### config.mk
export PLATFORM = sky130hd
export DESIGN_NAME = tt_ctrl_sel
export DESIGN_NICKNAME = d
export VERILOG_FILES = /design/src/rtl/tt_ctrl_sel.sv
export SDC_FILE = /design/constraint.sdc
export NUM_CORES = 1
export LEC_CHECK = 0
export BUFFER_PORTS_ARGS = -buffer_cell sky130_fd_sc_hd__buf_2
export CORE_MARGIN = 4
export CORE_UTILIZATION = 51
export CTS_CLUSTER_DIAMETER = 120
export DETAILED_ROUTE_END_ITERATION = 7
export GPL_TIMING_DRIVEN = 0
export PLACE_DENSITY = 0.73
export SLEW_MARGIN = 20
export SYNTH_ARGS = -nofsm -noshare
export SYNTH_HDL_FRONTEND = slang
export SYNTH_SLANG_ARGS = --single-unit
export TNS_END_PERCENT = 20
### constraint.sdc
create_clock -name clk -period 1.4 [get_ports clk]
set_input_delay 0.21 -clock clk [delete_from_list [all_inputs] [get_ports clk]]
set_output_delay 0.21 -clock clk [all_outputs]
set_load 0.05 [all_outputs]
### src/rtl/tt_ctrl_sel.sv
// Design-select sequencer: synchronises the async ctrl pads, tracks a target design
// address and moves the spine address with break-before-make on the spine enable.
module tt_ctrl_sel #(
  parameter int ADDR_W      = 10,
  parameter int ADDR_MAX    = 1023,
  parameter int SYNC_STAGES = 2,
  parameter int GUARD_CYC   = 4
) (
  input  logic              clk,
  input  logic              rst_n,
  input  logic              ctrl_sel_rst_n,
  input  logic              ctrl_sel_inc,
  input  logic              ctrl_ena,
  output logic [ADDR_W-1:0] spine_addr,
  output logic              spine_ena,
  output logic              busy
);

  typedef enum logic [1:0] {
    ST_ACTIVE,
    ST_DROP,
    ST_LOAD,
    ST_SETTLE
  } state_t;

  localparam logic [3:0]        GUARD_LOAD = 4'(GUARD_CYC - 1);
  localparam logic [ADDR_W-1:0] ADDR_LAST  = ADDR_W'(ADDR_MAX);

  // ---------------------------------------------------------------------------
  // Pad synchronisers
  // ---------------------------------------------------------------------------
  logic [SYNC_STAGES-1:0] rst_sync;
  logic [SYNC_STAGES-1:0] inc_sync;
  logic [SYNC_STAGES-1:0] ena_sync;
  logic                   rst_s;
  logic                   inc_s;
  logic                   ena_s;

  // NOTE: sequential state is always assigned with <= so every flop samples the
  // pre-edge value of its neighbours; blocking here would collapse the chain.
  always_ff @(posedge clk or negedge rst_n) begin
    if (!rst_n) begin
      // The select-reset chain idles high so leaving reset never looks like a
      // forced return to address 0.
      rst_sync <= '1;
      inc_sync <= '0;
      ena_sync <= '0;
    end else begin
      rst_sync <= {rst_sync[SYNC_STAGES-2:0], ctrl_sel_rst_n};
      inc_sync <= {inc_sync[SYNC_STAGES-2:0], ctrl_sel_inc};
      ena_sync <= {ena_sync[SYNC_STAGES-2:0], ctrl_ena};
    end
  end

  assign rst_s = rst_sync[SYNC_STAGES-1];
  assign inc_s = inc_sync[SYNC_STAGES-1];
  assign ena_s = ena_sync[SYNC_STAGES-1];

  // ---------------------------------------------------------------------------
  // Increment edge detect and target address
  // ---------------------------------------------------------------------------
  logic              inc_d;
  logic              inc_edge;
  logic [ADDR_W-1:0] tgt;

  // One registered pulse per synchronised rise, however long the pad stays high.
  always_ff @(posedge clk or negedge rst_n) begin
    if (!rst_n) begin
      inc_d    <= 1'b0;
      inc_edge <= 1'b0;
    end else begin
      inc_d    <= inc_s;
      inc_edge <= inc_s & ~inc_d;
    end
  end

  // Select-reset beats a coincident increment; tgt keeps moving while busy so
  // no increment is lost during a guard sequence.
  always_ff @(posedge clk or negedge rst_n) begin
    if (!rst_n) begin
      tgt <= '0;
    end else if (!rst_s) begin
      tgt <= '0;
    end else if (inc_edge) begin
      tgt <= (tgt == ADDR_LAST) ? '0 : tgt + ADDR_W'(1);
    end
  end

  // ---------------------------------------------------------------------------
  // Break-before-make FSM
  // ---------------------------------------------------------------------------
  state_t            state_q;
  state_t            state_d;
  logic [3:0]        cnt_q;
  logic [3:0]        cnt_d;
  logic [ADDR_W-1:0] addr_d;
  logic              ena_d;
  logic              addr_mismatch;

  assign addr_mismatch = (tgt != spine_addr);

  always_ff @(posedge clk or negedge rst_n) begin
    if (!rst_n) begin
      state_q    <= ST_ACTIVE;
      cnt_q      <= '0;
      spine_addr <= '0;
      spine_ena  <= 1'b0;
    end else begin
      state_q    <= state_d;
      cnt_q      <= cnt_d;
      spine_addr <= addr_d;
      spine_ena  <= ena_d;
    end
  end

  // NOTE: every signal written in a combinational block gets a default first,
  // so no path through the case leaves it unassigned and no latch is inferred.
  always_comb begin
    state_d = state_q;
    unique case (state_q)
      ST_ACTIVE: if (addr_mismatch) state_d = ST_DROP;
      ST_DROP:   if (cnt_q == '0) state_d = ST_LOAD;
      ST_LOAD:   state_d = ST_SETTLE;
      ST_SETTLE: begin
        // Increments that landed during the guard trigger another load.
        if (cnt_q == '0) state_d = addr_mismatch ? ST_LOAD : ST_ACTIVE;
      end
      default:   state_d = ST_ACTIVE;
    endcase
  end

  always_comb begin
    cnt_d  = cnt_q;
    addr_d = spine_addr;
    ena_d  = 1'b0;
    unique case (state_q)
      ST_ACTIVE: begin
        if (addr_mismatch) begin
          cnt_d = GUARD_LOAD;
        end else begin
          ena_d = ena_s;
        end
      end
      ST_DROP: begin
        if (cnt_q != '0) cnt_d = cnt_q - 4'd1;
      end
      ST_LOAD: begin
        addr_d = tgt;
        cnt_d  = GUARD_LOAD;
      end
      ST_SETTLE: begin
        if (cnt_q != '0) cnt_d = cnt_q - 4'd1;
      end
      default: begin
        cnt_d = '0;
      end
    endcase
  end

  assign busy = (state_q != ST_ACTIVE);

endmodule

==> impl_metrics.ini, run 1 <==
[outcome]
outcome = complete, but fails checks
violations = negative setup slack

[floorplanning]
coreArea_um2 = 3028
die_w_um = 63.93
die_area_um2 = 4087
ios = 17
initial_core_util_pct = 52.69
die_h_um = 63.93
rows = 20

[layout]
fillerInstances = 254
design_area_um2 = 1924
n_antenna_cell = 0
layout-drive-gt1-share_pct = 41.42
area_growth_pct = 20.63
num-nets-final = 175

[power_and_ir_drop]
finalPower_mw = 2.591
power_density_nw_per_um2 = 1346
max-vdd-ir-drop_uv = 886.1
leakage_nw = 0.8488

[timing]
setup_violations = 9
rsz0062_at_grt = yes
worst_slack_ns = -0.08064
hold_viol = 0
worstMarginPinSlew_ns = 0.7511
fin_crit_ns = 1.481
finalMaxSlewViolations = 0
tns_ns = -0.5300
slew_headroom_pct = 49.93
timing.hold.ws_ns = 0.3592
clock_skew_ns = 0.01120
post-route-period-util_pct = 105.8
fmax_mhz = 675.4

[synthesis]
yosysMostFrequentCell = dfrtp_1
synth_top_family_by_area = simple AND/OR/NAND/NOR gates
synth_xor_area_share_pct = 8.235
synthAdderAreaFrac_pct = 1.569
synthTopCellsByArea = dfrtp_1 52%, mux2_2 7.1%, xnor2_1 6.6%
synth_nets = 143
async_flop_share_pct = 100.0
synth-compound-area-share_pct = 5.882
synth.distinct_cells = 36
synth_area_per_cell_um2 = 11.73
ys_seq_area_share_pct = 55.06
synthCells = 136
yosysTopAreaCell = dfrtp_1
synth_top_area_share_pct = 51.76
synth-seq-cells = 35
syn_area_um2 = 1595
ys_top_cells_by_count = 33 x dfrtp_1, 12 x xnor2_1, 10 x mux2_2
synth_edf_count = 0
ys_warn_count = 0
muxShareOfSynthArea_pct = 7.059
synth-main-ff-cell = dfrtp_1
yosys.area_share.simple_pct = 18.98

[global_routing]
overflow = 0
grt_pass1_vias = 1150
grt_max_degree = 36
track_usage_pct = 17.33
antenna_found_initial = 0
grt_pass1_wl_um = 5319

[route]
firstDrtPassIters = 5
wire_per_inst_um = 14.32
ant_nets = 0
first_iter_violations = 42
routed_wirelength_um = 3051
vias = 1147
drc = 0
vias_per_cell = 5.385

[cts]
cts_tree = yes
clockRootBuffer = clkbuf_4
cts_buffers = 5
clock_sink_count = 35
h-tree-depth = 2
clk_latency_ns = 0.34
clk_pin_slew_worst_paths_ns = 0.09
clk_path_buf_depth = 2

[job]
cap_violations = 0

[worst_setup_path]
crit_start = tgt[1]$_DFFE_PN0P_
arrival_ns = 1.76
r2r-start = tgt[1]$_DFFE_PN0P_
crit_type = reg2reg
critPathCaptureType = flip-flop
worstSetupStartpointType = flip-flop
rr_worst_depth = 5
r2r_end = cnt_q[3]$_DFFE_PN0P_
worst-r2r-setup-slack_ns = -0.08
cp-endpoint = cnt_q[3]$_DFFE_PN0P_
crit_path_max_fanout = 6
critPathRequiredTime_ns = 1.68

[place]
port_buffers = 16
pre_cts_ws_ns = -0.2114
gp_congestion = 0.7535
placed_area_um2 = 1749
dp_hpwl_um = 2146

[worst_hold_path]
hold_path.class = reg2reg
## how the worst min path moves through the flow
| stage | depth (start not counted) | slack (ns) | endpoint | from |
|---|---|---|---|---|
| CTS | 0 | 0.36 | rst_sync[1]$_DFF_PN1_ | rst_sync[0]$_DFF_PN1_ |
| global placement | 1 | 0.31 | state_q[1]$_DFFE_PN0P_ | rst_n |
| floorplan | 0 | -0.09 | cnt_q[0]$_DFFE_PN0P_ | rst_n |
| detailed placement | 1 | 0.32 | state_q[0]$_DFFE_PN0P_ | rst_n |
| global route | 0 | 0.36 | rst_sync[1]$_DFF_PN1_ | rst_sync[0]$_DFF_PN1_ |
| finish | 0 | 0.36 | rst_sync[1]$_DFF_PN1_ | rst_sync[0]$_DFF_PN1_ |
## flip-flops by register name, summed over array words and instances, names as in the netlist
register,count
cnt_q,4
ena_sync,2
inc_d,1
inc_edge,1
inc_sync,2
rst_sync,2
spine_addr,10
spine_ena,1
state_q,2
tgt,10
## logic make-up after synthesis
kind of cell,Yosys count
XOR/XNOR,15
AO/OA/AOI/OAI,16
multiplexers,10
AND/OR/NAND/NOR,49
flip-flops,35
adder cells (fa/ha/maj),2
buffers and inverters,9
## layout by cell type, fill, tap and decap left out, drive strengths merged, types with 2 or more instances in the layout
| cell type | count |
|---|---|
| xor2 | 3 |
| a21oi | 5 |
| mux2 | 10 |
| dfstp | 2 |
| nor2 | 4 |
| nand4 | 4 |
| buf | 23 |
| nand3 | 9 |
| or2 | 2 |
| and4 | 2 |
| xnor2 | 12 |
| a22o | 2 |
| nor2b | 2 |
| dfrtp | 33 |
| or3 | 2 |
| nand2 | 9 |
| o21ai | 6 |
| dlygate4sd3 | 4 |
| clkbuf | 11 |
| inv | 4 |
| nor3 | 2 |
| ha | 2 |
| and2 | 5 |
| and3 | 2 |
| o22ai | 2 |
| nor4 | 2 |
## layer usage
metal  GRT usage, %  share of wire [%]  up-vias
met4          9.434                1.6        0
met2          27.48                 51       29
met5              0                  0        -
li1               -                  -      540
met1          21.77                 42      573
met3          4.042                5.6        5
## worst max-delay path, cell delays in order, from the launching register on
cell     delay (ns)
dfrtp_2        0.46
xnor2_2        0.17
nand4_1        0.21
nor4_4         0.26
buf_4          0.19
a22o_1         0.14
## stage by stage
| step | utilization [%] | std cells |
|---|---|---|
| 2_1_floorplan | - | 136 |
| 3_3_place_gp | 57.77 | 196 |
| 3_5_place_dp | 57.77 | 196 |
| 4_1_cts | 62.81 | 211 |
| 5_1_grt | 63.55 | 213 |
| 6_report | 63.55 | 213 |
## where the power goes
| group | leakage (nW) | switching [mW] | internal [mW] |
|---|---|---|---|
| Combinational | 0.394 | 0.446 | 0.351 |
| Clock | 0.0265 | 0.308 | 0.200 |
| Sequential | 0.428 | 0.141 | 1.15 |
| Total | 0.849 | 0.895 | 1.70 |
## timing repair
item / CTS / global route
resized for setup: 8 / 6
hold buffers: 4 / 0
hold endpoints to repair: 36 / 0
setup buffers: 3 / 3
pin swaps: 5 / 4
endpoints found under the setup margin: 9 / 19
## final cells by class
type | instances | area (um2) | area share (%)
sequential | 35 | 898.4 | 46.68
timing repair buffer | 26 | 171.4 | 8.908
tap | 44 | 55.05 | 2.861
inverter | 4 | 15.01 | 0.7802
buffer | 4 | 30.03 | 1.560
multi-input combinational | 92 | 705.7 | 36.67
clock buffer | 8 | 48.80 | 2.536
(Power assumes the default switching activity.)
==> inputs of run 2 (changes only) <==
ABC_AREA = 1   (was default)
CORE_UTILIZATION = 52   (was 51)
PLACE_DENSITY = 0.74   (was 0.73)
==> impl_metrics.ini, run 2 <==
[worst_setup_path]
cp_cell_sequence = nor2_2 -> inv_1 -> buf_2
r2r_end = tgt[9]$_DFFE_PN0P_
arrival_ns = 1.20
crit_type = reg2out
cp_slowest_cell = dfrtp_1
r2r-start = tgt[1]$_DFFE_PN0P_
worstSetupStartpointType = flip-flop
rr_worst_depth = 6
crit_path_max_fanout = 4
path_buf_inv = 2
critPathTopFamily = flip-flops
critPathRequiredTime_ns = 1.19
slowest_delay_ns = 0.45
critPathCaptureType = output port
worst-r2r-setup-slack_ns = 0

[route]
wl_met1_um = 1353
drc = 0
top_layer_used = met4
routed_wirelength_um = 3099
vias_per_cell = 4.902
wire_per_inst_um = 11.74
firstDrtPassIters = 4
dr_wl_met2_um = 1548
ant_nets = 0
wl_met3_um = 127
first_iter_violations = 66
vias = 1294

[floorplanning]
die_w_um = 64.70
initial_core_util_pct = 54.75
ios = 17
rows = 20
die_h_um = 64.70
die_area_um2 = 4185
coreArea_um2 = 3053

[place]
pre_cts_ws_ns = -0.08681
dp_cells = 247
gp_congestion = 0.7677
port_buffers = 16
dp_hpwl_um = 2179
placed_area_um2 = 1819

[layout]
area_growth_pct = 20.88
most-common-layout-cells = 47 x nand2_1, 25 x inv_1, 20 x dfrtp_1, 16 x buf_2, 14 x nor2_1
largestRegisters = spine_addr x10, tgt x10, cnt_q x4
n_antenna_cell = 0
layout-drive-gt1-share_pct = 32.73
num-nets-final = 226
fillerInstances = 248
fin_cells = 264
multiInputGateArea_um2 = 733.2
seq_area_um2 = 894.6
fin_util_pct = 66.19
final_common_cell = nand2_1
design_area_um2 = 2021

[power_and_ir_drop]
power_density_nw_per_um2 = 1349
max-vdd-ir-drop_uv = 887.8
finalPower_mw = 2.727
leakage_nw = 0.9481

[cts]
clock_sink_count = 35
cts_buffers = 5
clk_pin_slew_worst_paths_ns = 0.11
cts_tree = yes
clk_latency_ns = 0.36
h-tree-depth = 2
clk_path_buf_depth = 2
clockRootBuffer = clkbuf_4

[worst_hold_path]
hold_depth = 0
hold_path.startpoint = rst_sync[0]$_DFF_PN1_
holdPathEnd = rst_sync[1]$_DFF_PN1_
hold_path.class = reg2reg

[synthesis]
ys_top_cells_by_count = 48 x nand2_1, 33 x dfrtp_1, 25 x inv_1
yosysMostFrequentCell = nand2_1
async_flop_share_pct = 100.0
synth_nets = 194
synth.distinct_cells = 27
synthTopCellsByArea = dfrtp_1 49%, nand2_1 11%, inv_1 5.6%
synth_area_per_cell_um2 = 8.939
synth-main-ff-cell = dfrtp_1
ys_seq_area_share_pct = 52.54
synth_edf_count = 0
syn_area_um2 = 1672
synth-seq-cells = 35
synth_top_area_share_pct = 49.40
ys_warn_count = 0
yosysTopAreaCell = dfrtp_1
synthCells = 187

[outcome]
outcome = complete, but fails checks
violations = negative setup slack

[timing]
fmax_mhz = 709.4
rsz0062_at_grt = yes
slew_headroom_pct = 49.32
fin_crit_ns = 1.410
timing.hold.ws_ns = 0.3627
worst_slack_ns = -0.009719
finalMaxSlewViolations = 0
worstMarginPinSlew_ns = 0.7602
clock_skew_ns = 0.01424
post-route-period-util_pct = 100.7
hold_viol = 0
tns_ns = -0.009719
setup_violations = 1

[job]
cap_violations = 0

[global_routing]
overflow = 0
grt_pass1_vias = 1305
grt_pass1_wl_um = 5595
track_usage_pct = 17.79
grt_max_degree = 36
antenna_found_initial = 0
-- run 2: changes by cell type in the layout (fill, tap and decap cells not counted), sizes merged, moves of 3 or more --
cell / previous run / this run
o21ai: 6 / 13
mux2: 10 / 1
a21oi: 5 / 0
and2: 5 / 0
xnor2: 12 / 6
clkbuf: 11 / 6
nand2: 9 / 51
xor2: 3 / 6
nor2: 4 / 22
inv: 4 / 30
-- run 2: layout make-up --
type / instances / area share [%]
sequential: 35 / 44.27
multi-input combinational: 121 / 36.28
timing repair buffer: 25 / 7.802
inverter: 30 / 5.573
tap: 44 / 2.724
clock buffer: 5 / 1.858
clock inverter: 3 / 1.238
buffer: 1 / 0.2477
-- run 2: cells by family after synthesis --
family,Yosys count,share of synthesized area [%]
multiplexers,1,0.6736
buffers and inverters,31,6.961
XOR/XNOR,12,6.287
adder cells (fa/ha/maj),2,1.497
AND/OR/NAND/NOR,92,27.09
flip-flops,35,52.54
AO/OA/AOI/OAI,14,4.940
-- run 2: where the power goes --
part / total, mW / switching (mW) / internal, mW / leakage [nW]
Clock: 0.564 / 0.364 / 0.201 / 0.0314
Sequential: 1.28 / 0.131 / 1.15 / 0.431
Combinational: 0.886 / 0.557 / 0.329 / 0.485
-- run 2: worst max path at each step --
stage	start	end	slack, ns	cells after the start
floorplan	spine_addr[5]$_DFFE_PN0P_	cnt_q[2]$_DFFE_PN0P_	0.07	7
global placement	tgt[1]$_DFFE_PN0P_	tgt[9]$_DFFE_PN0P_	-0.07	6
detailed placement	tgt[0]$_DFFE_PN0P_	tgt[9]$_DFFE_PN0P_	-0.09	6
CTS	state_q[0]$_DFFE_PN0P_	busy	-0.01	3
global route	tgt[1]$_DFFE_PN0P_	tgt[3]$_DFFE_PN0P_	-0.1	6
finish	state_q[0]$_DFFE_PN0P_	busy	-0.01	3
-- run 2: repair_timing --
action	4_1_cts	5_1_grt
hold buffers	4	0
gates cloned	0	0
buffers inserted	5	0
pin swaps	2	4
gates resized for setup	7	9
endpoints found under the setup margin	19	27
hold endpoints to repair	36	0
-- run 2: metal layers --
layer  up-vias  global-route usage [%]
met5         -                       0
met4         0                   8.443
met1       617                   19.71
met3        11                   6.412
met2        21                   30.28
li1        645                       -
-- run 2: worst register-to-register path: cells and delay by family (launching register included) --
kind | cells | cell delay [ns]
compound gates | 1 | 0.25
fa+ha+maj | 1 | 0.23
flops | 1 | 0.38
simple gates | 4 | 0.43
==> inputs of run 3 (changes only) <==
CAP_MARGIN = 10   (was default)
CORE_UTILIZATION = 55   (was 52)
PLACE_DENSITY = 0.75   (was 0.74)
clock period = 1.65 ns   (was 1.4 ns; I/O delays follow)
==> impl_metrics.ini, run 3 (synthesized netlist as in run 2, its figures left out) <==
[outcome]
outcome = finished, final reports clean

[timing]
worstMarginPinSlew_ns = 0.7586
clock_skew_ns = 0.008621
hold_viol = 0
slew_headroom_pct = 49.43
timing.hold.ws_ns = 0.3643
post-route-period-util_pct = 93.21
finalMaxSlewViolations = 0
fin_crit_ns = 1.538
worst_slack_ns = 0.1120
rsz0062_at_grt = no
setup_violations = 0
fmax_mhz = 650.2
tns_ns = 0

[floorplanning]
die_w_um = 63.13
die_area_um2 = 3985
ios = 17
initial_core_util_pct = 59.09
rows = 19
die_h_um = 63.13
coreArea_um2 = 2829

[power_and_ir_drop]
switchingPower_uw = 823.0
p_seq_share_pct = 49.0
finalPower_mw = 2.190
leakage_nw = 0.9286
max-vdd-ir-drop_uv = 783.1
clkPwrFrac_pct = 20.8
power_density_nw_per_um2 = 1156
p_int_mw = 1.367
switching_share_pct = 37.57
p_comb_share_pct = 30.2

[route]
vias_per_cell = 5.004
first_iter_violations = 86
firstDrtPassIters = 4
wire_per_inst_um = 11.86
ant_nets = 0
routed_wirelength_um = 2917
vias = 1231
drc = 0

[global_routing]
grt_pass1_wl_um = 5237
grt_pass1_vias = 1169
grt_max_degree = 36
antenna_found_initial = 0
track_usage_pct = 16.76
overflow = 0

[cts]
clk_latency_ns = 0.33
cts_tree = yes
clockRootBuffer = clkbuf_4
clk_pin_slew_worst_paths_ns = 0.11
clk_path_buf_depth = 2
clock_sink_count = 35
h-tree-depth = 2
cts_buffers = 5

[place]
pre_cts_ws_ns = 0.1392
port_buffers = 16
dp_hpwl_um = 2089
gp_congestion = 0.7514

[worst_setup_path]
r2r-start = tgt[1]$_DFFE_PN0P_
arrival_ns = 1.76
worstSetupStartpointType = flip-flop
path_buf_inv = 0
crit_cells = 6
rr_worst_depth = 6
crit_start = tgt[1]$_DFFE_PN0P_
crit_type = reg2reg
cp_cell_sequence = ha_2 -> nand3_2 -> nor2_2 -> nand4_2 -> o21ai_4 -> nor2_1
critPathTopFamily = simple AND/OR/NAND/NOR gates
critPathRequiredTime_ns = 1.87
slowest_delay_ns = 0.43
r2r_end = tgt[9]$_DFFE_PN0P_
cp_slowest_cell = dfrtp_1
worst-r2r-setup-slack_ns = 0.11
critPathCaptureType = flip-flop
crit_path_max_fanout = 7

[worst_hold_path]
holdPathEnd = rst_sync[1]$_DFF_PN1_
hold_depth = 0
hold_path.startpoint = rst_sync[0]$_DFF_PN1_
hold_path.class = reg2reg

[layout]
most-common-layout-cells = 48 x nand2_1, 33 x dfrtp_1, 25 x inv_1, 16 x nor2_1, 16 x buf_2
n_antenna_cell = 0
num-nets-final = 221
final_common_cell = nand2_1
largestRegisters = spine_addr x10, tgt x10, cnt_q x4
area_growth_pct = 13.32
layout-drive-gt1-share_pct = 22.79

[job]
cap_violations = 0
==> run 3: cell types whose count changed in the layout (fill, tap and decap cells not counted), moves of 2 or more <==
cell	delta
buf_4	-5
clkinv_4	-2
dfrtp_1	+13
dfrtp_2	-13
nor2_1	+2
nor2_4	-3
==> run 3: worst max path at each step <==
stage / end / slack (ns)
global route: tgt[9]$_DFFE_PN0P_ / 0.005
finish: tgt[9]$_DFFE_PN0P_ / 0.11
detailed placement: tgt[9]$_DFFE_PN0P_ / 0.14
global placement: tgt[9]$_DFFE_PN0P_ / 0.16
CTS: tgt[9]$_DFFE_PN0P_ / 0.08
floorplan: cnt_q[2]$_DFFE_PN0P_ / 0.18
==> run 3: timing repair <==
action / 4_1_cts / 5_1_grt
endpoints found under the setup margin: 0 / 12
setup buffers: 0 / 0
endpoints found under the hold margin: 29 / 0
gates resized for setup: 0 / 4
hold buffers: 4 / 0
==> run 3: worst register-to-register path, cell delays in order (launching register included) <==
cell and delay, ns:
dfrtp_1 0.43, ha_2 0.25, nand3_2 0.10, nor2_2 0.15
nand4_2 0.15, o21ai_4 0.25, nor2_1 0.09
==> run 3: stage by stage <==
step	cells	instance area [um2]	util (%)
after floorplan	187	1672	-
after global placement	234	1790	63.29
after detailed placement	234	1790	63.29
after CTS	246	1888	66.74
after global routing	246	1894	66.96
final	246	1894	66.96
==> run 3: routing by layer <==
metal  vias up  GRT usage [%]  wire length [um]
met1       566          21.03              1393
met4         0          5.785                40
met3         5          5.861               132
li1        637              -                 -
met2        23          26.88              1350
met5         -              0                 0
==> run 3: final cells by class <==
cell class,count,area (um2)
tap,31,38.79
clock inverter,3,20.02
sequential,35,878.3
multi-input combinational,121,681.9
clock buffer,5,37.54
inverter,30,112.6
timing repair buffer,20,120.1
buffer,1,5.005
fill,228,934.6
==> run 3: power groups by stage <==
stage / combinational (mW) / sequential, mW / clock, mW
after floorplan: 0.458 / 1.12 / 0
after global placement: 0.628 / 1.08 / 0
after detailed placement: 0.651 / 1.08 / 0
after CTS: 0.663 / 1.07 / 0.467
after global routing: 0.760 / 1.09 / 0.518
final: 0.662 / 1.07 / 0.455
